==> src/rtl/lsu_sram_ctrl.sv <==
// Load/store unit driving a synchronous SRAM over a req/ack handshake, with per-access timeout.
// Optional build macro LSU_MISALIGN_CHK_EN rejects misaligned half/word accesses without touching SRAM.
module lsu_sram_ctrl #(
  parameter int unsigned ADDR_W      = 18,
  parameter int unsigned TIMEOUT_CYC = 255
) (
  input  logic              i_clk,
  input  logic              i_rst_n,
  input  logic              i_req,
  input  logic              i_wren,
  input  logic [2:0]        i_num_byte,
  input  logic [31:0]       i_addr,
  input  logic [31:0]       i_wdata,
  output logic [31:0]       o_rdata,
  output logic              o_stall,
  output logic              o_done,
  output logic              o_timeout,
  output logic              o_misalign,
  output logic              o_sram_req,
  output logic              o_sram_we,
  output logic [ADDR_W-1:0] o_sram_addr,
  output logic [3:0]        o_sram_be,
  output logic [31:0]       o_sram_wdata,
  input  logic              i_sram_ack,
  input  logic [31:0]       i_sram_rdata
);

  localparam int unsigned CntW = $clog2(TIMEOUT_CYC + 1);

  localparam logic [1:0] StIdle = 2'd0;
  localparam logic [1:0] StWait = 2'd1;
  localparam logic [1:0] StDone = 2'd2;

  logic [1:0]        state_q, state_d;
  logic [CntW-1:0]   cnt_q, cnt_d, cnt_inc;
  logic [1:0]        addr_lo_q, addr_lo_d;
  logic [2:0]        width_q, width_d;
  logic [31:0]       rdata_q, rdata_d;
  logic              timeout_q, timeout_d;
  logic              misalign_q, misalign_d;
  logic              sram_req_q, sram_req_d;
  logic              sram_we_q, sram_we_d;
  logic [ADDR_W-1:0] sram_addr_q, sram_addr_d;
  logic [3:0]        sram_be_q, sram_be_d;
  logic [31:0]       sram_wdata_q, sram_wdata_d;

  logic [2:0]  nb;
  logic        is_b, is_h, is_w, misalign;
  logic [3:0]  be_in;
  logic [31:0] wd_in;
  logic [1:0]  lane_sel;
  logic [31:0] lane, ld_data;

  logic unused_addr;
  assign unused_addr = ^i_addr[31:ADDR_W+2];

  // Width codes 5..7 behave as a full word.
  assign nb   = (i_num_byte > 3'd4) ? 3'd4 : i_num_byte;
  assign is_w = nb[2];
  assign is_h = nb[1] & ~nb[2];
  assign is_b = ~nb[1] & ~nb[2];

`ifdef LSU_MISALIGN_CHK_EN
  assign misalign = (is_h & i_addr[0]) | (is_w & (|i_addr[1:0]));
`else
  assign misalign = 1'b0;
`endif

  always_comb begin
    be_in = 4'b1111;
    wd_in = i_wdata;
    if (is_b) begin
      be_in = 4'b0001 << i_addr[1:0];
      wd_in = {4{i_wdata[7:0]}};
    end else if (is_h) begin
      be_in = 4'b0011 << {i_addr[1], 1'b0};
      wd_in = {2{i_wdata[15:0]}};
    end
  end

  // Load lane select mirrors the byte-enable alignment used for the request.
  always_comb begin
    lane_sel = 2'b00;
    if (width_q[2:1] == 2'b00)      lane_sel = addr_lo_q;
    else if (width_q[2:1] == 2'b01) lane_sel = {addr_lo_q[1], 1'b0};
    lane = i_sram_rdata >> {lane_sel, 3'b000};
    unique case (width_q)
      3'd0:    ld_data = {{24{lane[7]}}, lane[7:0]};
      3'd1:    ld_data = {24'd0, lane[7:0]};
      3'd2:    ld_data = {{16{lane[15]}}, lane[15:0]};
      3'd3:    ld_data = {16'd0, lane[15:0]};
      default: ld_data = lane;
    endcase
  end

  assign cnt_inc = cnt_q + CntW'(1);

  always_comb begin
    state_d      = state_q;
    cnt_d        = cnt_q;
    addr_lo_d    = addr_lo_q;
    width_d      = width_q;
    rdata_d      = rdata_q;
    timeout_d    = timeout_q;
    misalign_d   = misalign_q;
    sram_req_d   = sram_req_q;
    sram_we_d    = sram_we_q;
    sram_addr_d  = sram_addr_q;
    sram_be_d    = sram_be_q;
    sram_wdata_d = sram_wdata_q;
    case (state_q)
      StIdle: begin
        if (i_req) begin
          addr_lo_d = i_addr[1:0];
          width_d   = nb;
          timeout_d = 1'b0;
          cnt_d     = '0;
          if (misalign) begin
            misalign_d = 1'b1;
            rdata_d    = '0;
            state_d    = StDone;
          end else begin
            misalign_d   = 1'b0;
            sram_req_d   = 1'b1;
            sram_we_d    = i_wren;
            sram_addr_d  = i_addr[ADDR_W+1:2];
            sram_be_d    = be_in;
            sram_wdata_d = wd_in;
            state_d      = StWait;
          end
        end
      end
      StWait: begin
        if (i_sram_ack) begin
          sram_req_d = 1'b0;
          rdata_d    = sram_we_q ? 32'd0 : ld_data;
          state_d    = StDone;
        end else if (cnt_inc == CntW'(TIMEOUT_CYC)) begin
          sram_req_d = 1'b0;
          rdata_d    = '0;
          timeout_d  = 1'b1;
          state_d    = StDone;
        end else begin
          cnt_d = cnt_inc;
        end
      end
      StDone: begin
        timeout_d  = 1'b0;
        misalign_d = 1'b0;
        state_d    = StIdle;
      end
      default: state_d = StIdle;
    endcase
  end

  always_ff @(posedge i_clk) begin
    if (!i_rst_n) begin
      state_q      <= StIdle;
      cnt_q        <= '0;
      addr_lo_q    <= '0;
      width_q      <= '0;
      rdata_q      <= '0;
      timeout_q    <= 1'b0;
      misalign_q   <= 1'b0;
      sram_req_q   <= 1'b0;
      sram_we_q    <= 1'b0;
      sram_addr_q  <= '0;
      sram_be_q    <= '0;
      sram_wdata_q <= '0;
    end else begin
      state_q      <= state_d;
      cnt_q        <= cnt_d;
      addr_lo_q    <= addr_lo_d;
      width_q      <= width_d;
      rdata_q      <= rdata_d;
      timeout_q    <= timeout_d;
      misalign_q   <= misalign_d;
      sram_req_q   <= sram_req_d;
      sram_we_q    <= sram_we_d;
      sram_addr_q  <= sram_addr_d;
      sram_be_q    <= sram_be_d;
      sram_wdata_q <= sram_wdata_d;
    end
  end

  assign o_stall      = ((state_q == StIdle) && i_req) || (state_q == StWait);
  assign o_done       = (state_q == StDone);
  assign o_timeout    = (state_q == StDone) && timeout_q;
  assign o_misalign   = (state_q == StDone) && misalign_q;
  assign o_rdata      = rdata_q;
  assign o_sram_req   = sram_req_q;
  assign o_sram_we    = sram_we_q;
  assign o_sram_addr  = sram_addr_q;
  assign o_sram_be    = sram_be_q;
  assign o_sram_wdata = sram_wdata_q;

endmodule

==> config.mk <==
export PLATFORM = sky130hd
export DESIGN_NAME = lsu_sram_ctrl
export DESIGN_NICKNAME = d
export VERILOG_FILES = /design/src/rtl/lsu_sram_ctrl.sv
export SDC_FILE = /design/constraint.sdc
export NUM_CORES = 1
export LEC_CHECK = 0
export CAP_MARGIN = 20
export CORE_MARGIN = 2
export CORE_UTILIZATION = 39
export DETAILED_ROUTE_END_ITERATION = 7
export PLACE_DENSITY_LB_ADDON = 0.12
export SLEW_MARGIN = 20
export SYNTH_ARGS = -nofsm -noshare
export SYNTH_HDL_FRONTEND = slang
export SYNTH_SLANG_ARGS = --single-unit
==> constraint.sdc <==
create_clock -name i_clk -period 2 [get_ports i_clk]
set_input_delay 0.3 -clock i_clk [delete_from_list [all_inputs] [get_ports i_clk]]
set_output_delay 0.3 -clock i_clk [all_outputs]
set_load 0.005 [all_outputs]
==> metrics.md <==
| Metric | Value |
|---|---|
| Outcome | finished, final reports clean |
| DR WL met2 | 6.78 mm |
| Iter 0 DRT Violations | 194 |
| CP top delay family | compound AO/OA/AOI/OAI gates |
| Initial core utilization | 0.396 |
| Final period utilization | 0.997 |
| Arr. time, crit path | 2.23 ns |
| DP Cell Count | 847 |
| Critical Path Sink Type | flip-flop |
| Synth Cell Area | 4700 um^2 |
| Setup TNS Final | 0 ns |
| CTS tree | yes |
| Die W | 114 um |
| Hold crit path type | in -> reg |
| Top layer reached by signal wires | met4 |
| Setup violators final | 0 |
| Fin area | 7280 um^2 |
| DP Wirelength | 10.1 mm |
| Vias | 4596 |
| Initial antenna violation count | 0 |
| Slew margin rel. | 0.634 |
| CP peak stage delay | 0.38 ns |
| H-tree depth | 3 |
| RSZ-0062 raised after global routing | true |
| Placed inst area | 6810 um^2 |
| Met1 Wirelength | 6.52 mm |
| Die Ht | 114 um |
| Worst Skew | 0.00773 ns |
| Total Routing Usage GR | 0.218 |
| Cell Count, Final, Fillers Out | 871 |
| CTS root buf | clkbuf_16 |
| Main synth FF type | dfxtp_1 |
| Rows | 40 |
| Clock buffer depth | 2 |
| Fin nets | 825 |
| Post-route ant nets | 0 |
| Distinct cells, synth | 44 |
| Largest net degree at the start of global routing | 61 |
| Die Area | 12900 um^2 |
| Routability cong. | 0.883 |
| Final hold viol count | 0 |
| Post-Syn Nets | 638 |
| Crit Path Class | reg -> reg |
| Slew @ Worst Pin | 0.547 ns |
| Area of the core | 11900 um^2 |
| Buffers on Ports | 182 |
| Wire per inst | 16.6 um |
| Register area share after synthesis | 0.443 |
| Leak | 2.97 nW |
| Slowest cell on crit path | dfxtp_4 |
| TritonCTS sink count | 104 |
| Clock latency on the worst-skew pair | 0.35 ns |
| Share of layout cells above drive strength 1 | 0.108 |
| Vias in the first global route | 4297 |
| Routed WL | 14.5 mm |
| Avg Inst Size Synth | 8.83 um^2 |
| Met3 wire length | 949 um |
| Peak supply drop | 0.517 mV |
| Vias per cell | 5.28 |
| Remaining global-route overflow | 0 |
| TritonCTS buffer count | 9 |
| Max Cap Viol | 0 |
| Post-synth ARST share | 0 |
| CP Max Fanout | 8 |
| Syn. warnings | 0 |
| Crit path launch type | flip-flop |
| Fmax | 502 MHz |
| Final slew viol count | 0 |
| Post-Synthesis Cells | 532 |
| Crit path buf inv count | 1 |
| Clk pin slew, worst setup/hold paths | 0.06 ns |
| Count of state elements after synthesis | 104 |
| CP Cell Sequence | ha_4 -> nand3_4 -> xnor2_2 -> o2111ai_2 -> o31a_1 -> o21a_4 -> clkbuf_16 -> a22o_1 |
| Area delta synth->final | 55.0% |
| I/O Pins | 196 |
| Post-synth EDFFs | 0 |
| Post-Route Utilization | 0.614 |
| Antenna cells | 0 |
| CP required | 2.24 ns |
| Clock period minus worst slack | 1.99 ns |
| Remaining DRCs | 0 |
| PwrDens | 695 nW/um^2 |
| First-pass GRT wire length | 22.5 mm |
| 1st-pass router iterations | 5 |
| Tot Pwr | 5.06 mW |
[power by group]
part / switching, mW / internal, mW
combinational: 0.446 / 0.591
clock: 0.769 / 1.00
sequential: 0.0658 / 2.19
[cell families after synthesis]
| group | Yosys count | share of synthesized area |
|---|---|---|
| AND/OR/NAND/NOR | 169 | 0.155 |
| AO/OA/AOI/OAI | 163 | 0.256 |
| flip-flops | 104 | 0.443 |
| buffers and inverters | 49 | 0.0458 |
| multiplexers | 41 | 0.0874 |
| XOR/XNOR | 3 | 0.00560 |
| adder cells (fa/ha/maj) | 2 | 0.00533 |
| other | 1 | 0.000799 |
[through the flow]
stage | hold WS, ns | setup WS [ns]
2_1_floorplan | 0.439 | 0.00498
3_3_place_gp | 0.447 | -0.0873
3_5_place_dp | 0.450 | -0.114
4_1_cts | 0.338 | -0.0287
5_1_grt | 0.391 | -0.0822
6_report | 0.367 | 0.00663
[cell usage in the layout, fill, tap and decap left out, drive strengths merged, types with 7 or more instances in the layout]
cell / count
o2bb2ai: 17
nand2: 111
mux2i: 41
a21boi: 40
clkdlybuf4s50: 180
o211a: 17
dfxtp: 104
buf: 37
nand3: 20
o21ai: 40
o21bai: 7
nor2: 10
nor3: 7
a21oi: 8
a22o: 15
clkbuf: 12
[worst reg2reg max path, delay by kind of cell, from the launching register on]
| kind | cells | cell delay, ns |
|---|---|---|
| buffers and inverters | 1 | 0.18 |
| adder cells (fa/ha/maj) | 1 | 0.16 |
| flip-flops | 1 | 0.38 |
| AND/OR/NAND/NOR | 1 | 0.08 |
| XOR/XNOR | 1 | 0.15 |
| AO/OA/AOI/OAI | 4 | 0.94 |
[registers in the layout, indices dropped and copies added (netlist names)]
signal,count
addr_lo_q,2
cnt_q,8
o_rdata,32
o_sram_addr,18
o_sram_be,4
o_sram_req,1
o_sram_wdata,32
o_sram_we,1
state_q,2
timeout_q,1
width_q,3
[routing by layer]
metal / track usage / vias up
li1: - / 2258
met3: 0.0696 / 20
met5: 0 / -
met1: 0.284 / 2168
met2: 0.350 / 150
met4: 0.0610 / 0
[worst paths after layout]
| path | from | to | slack [ns] | cells after the start |
|---|---|---|---|---|
| worst max-delay path | cnt_q[1]$_SDFFE_PN0P_ | o_rdata[5]$_SDFFE_PN0P_ | 0.007 | 8 |
| worst min register to register | o_sram_addr[3]$_SDFFE_PN0P_ | o_sram_addr[3]$_SDFFE_PN0P_ | 0.46 | 2 |
| worst min-delay path | i_rst_n | state_q[0]$_SDFFE_PN0P_ | 0.37 | 2 |
| worst max register to register | cnt_q[1]$_SDFFE_PN0P_ | o_rdata[5]$_SDFFE_PN0P_ | 0.007 | 8 |
[cell type report]
class	instances	area (um^2)
Clock buffer	11	243
Clock inverter	5	56.3
Fill cell	1049	4580
Inverter	6	22.5
Multi-Input combinational cell	379	2480
Sequential cell	104	2100
Tap cell	147	184
Timing Repair Buffer	219	2190
[Yosys cell counts (all sizes together), types with 4 or more instances]
cell type  count  share of area
a21boi        40          0.064
a21oi          8         0.0085
a22o          15          0.028
buf           12          0.016
clkbuf        31          0.025
dfxtp        104           0.44
inv            6         0.0048
mux2i         41          0.087
nand2        111          0.089
nand2b         5         0.0067
nand3         20          0.021
nor2          10         0.0080
nor2b          4         0.0053
nor3           7         0.0075
o211a         17          0.036
o21ai         40          0.043
o21bai         7          0.011
o2bb2ai       17          0.032
[repair_timing]
action | CTS | global route
pin swaps | 2 | 23
resized for setup | 9 | 11
hold buffers | 0 | 0
buffers inserted | 1 | 5
endpoints found under the hold margin | 0 | 0
gates cloned | 1 | 1
setup endpoints to repair | 17 | 38
(Power assumes the default switching activity.)
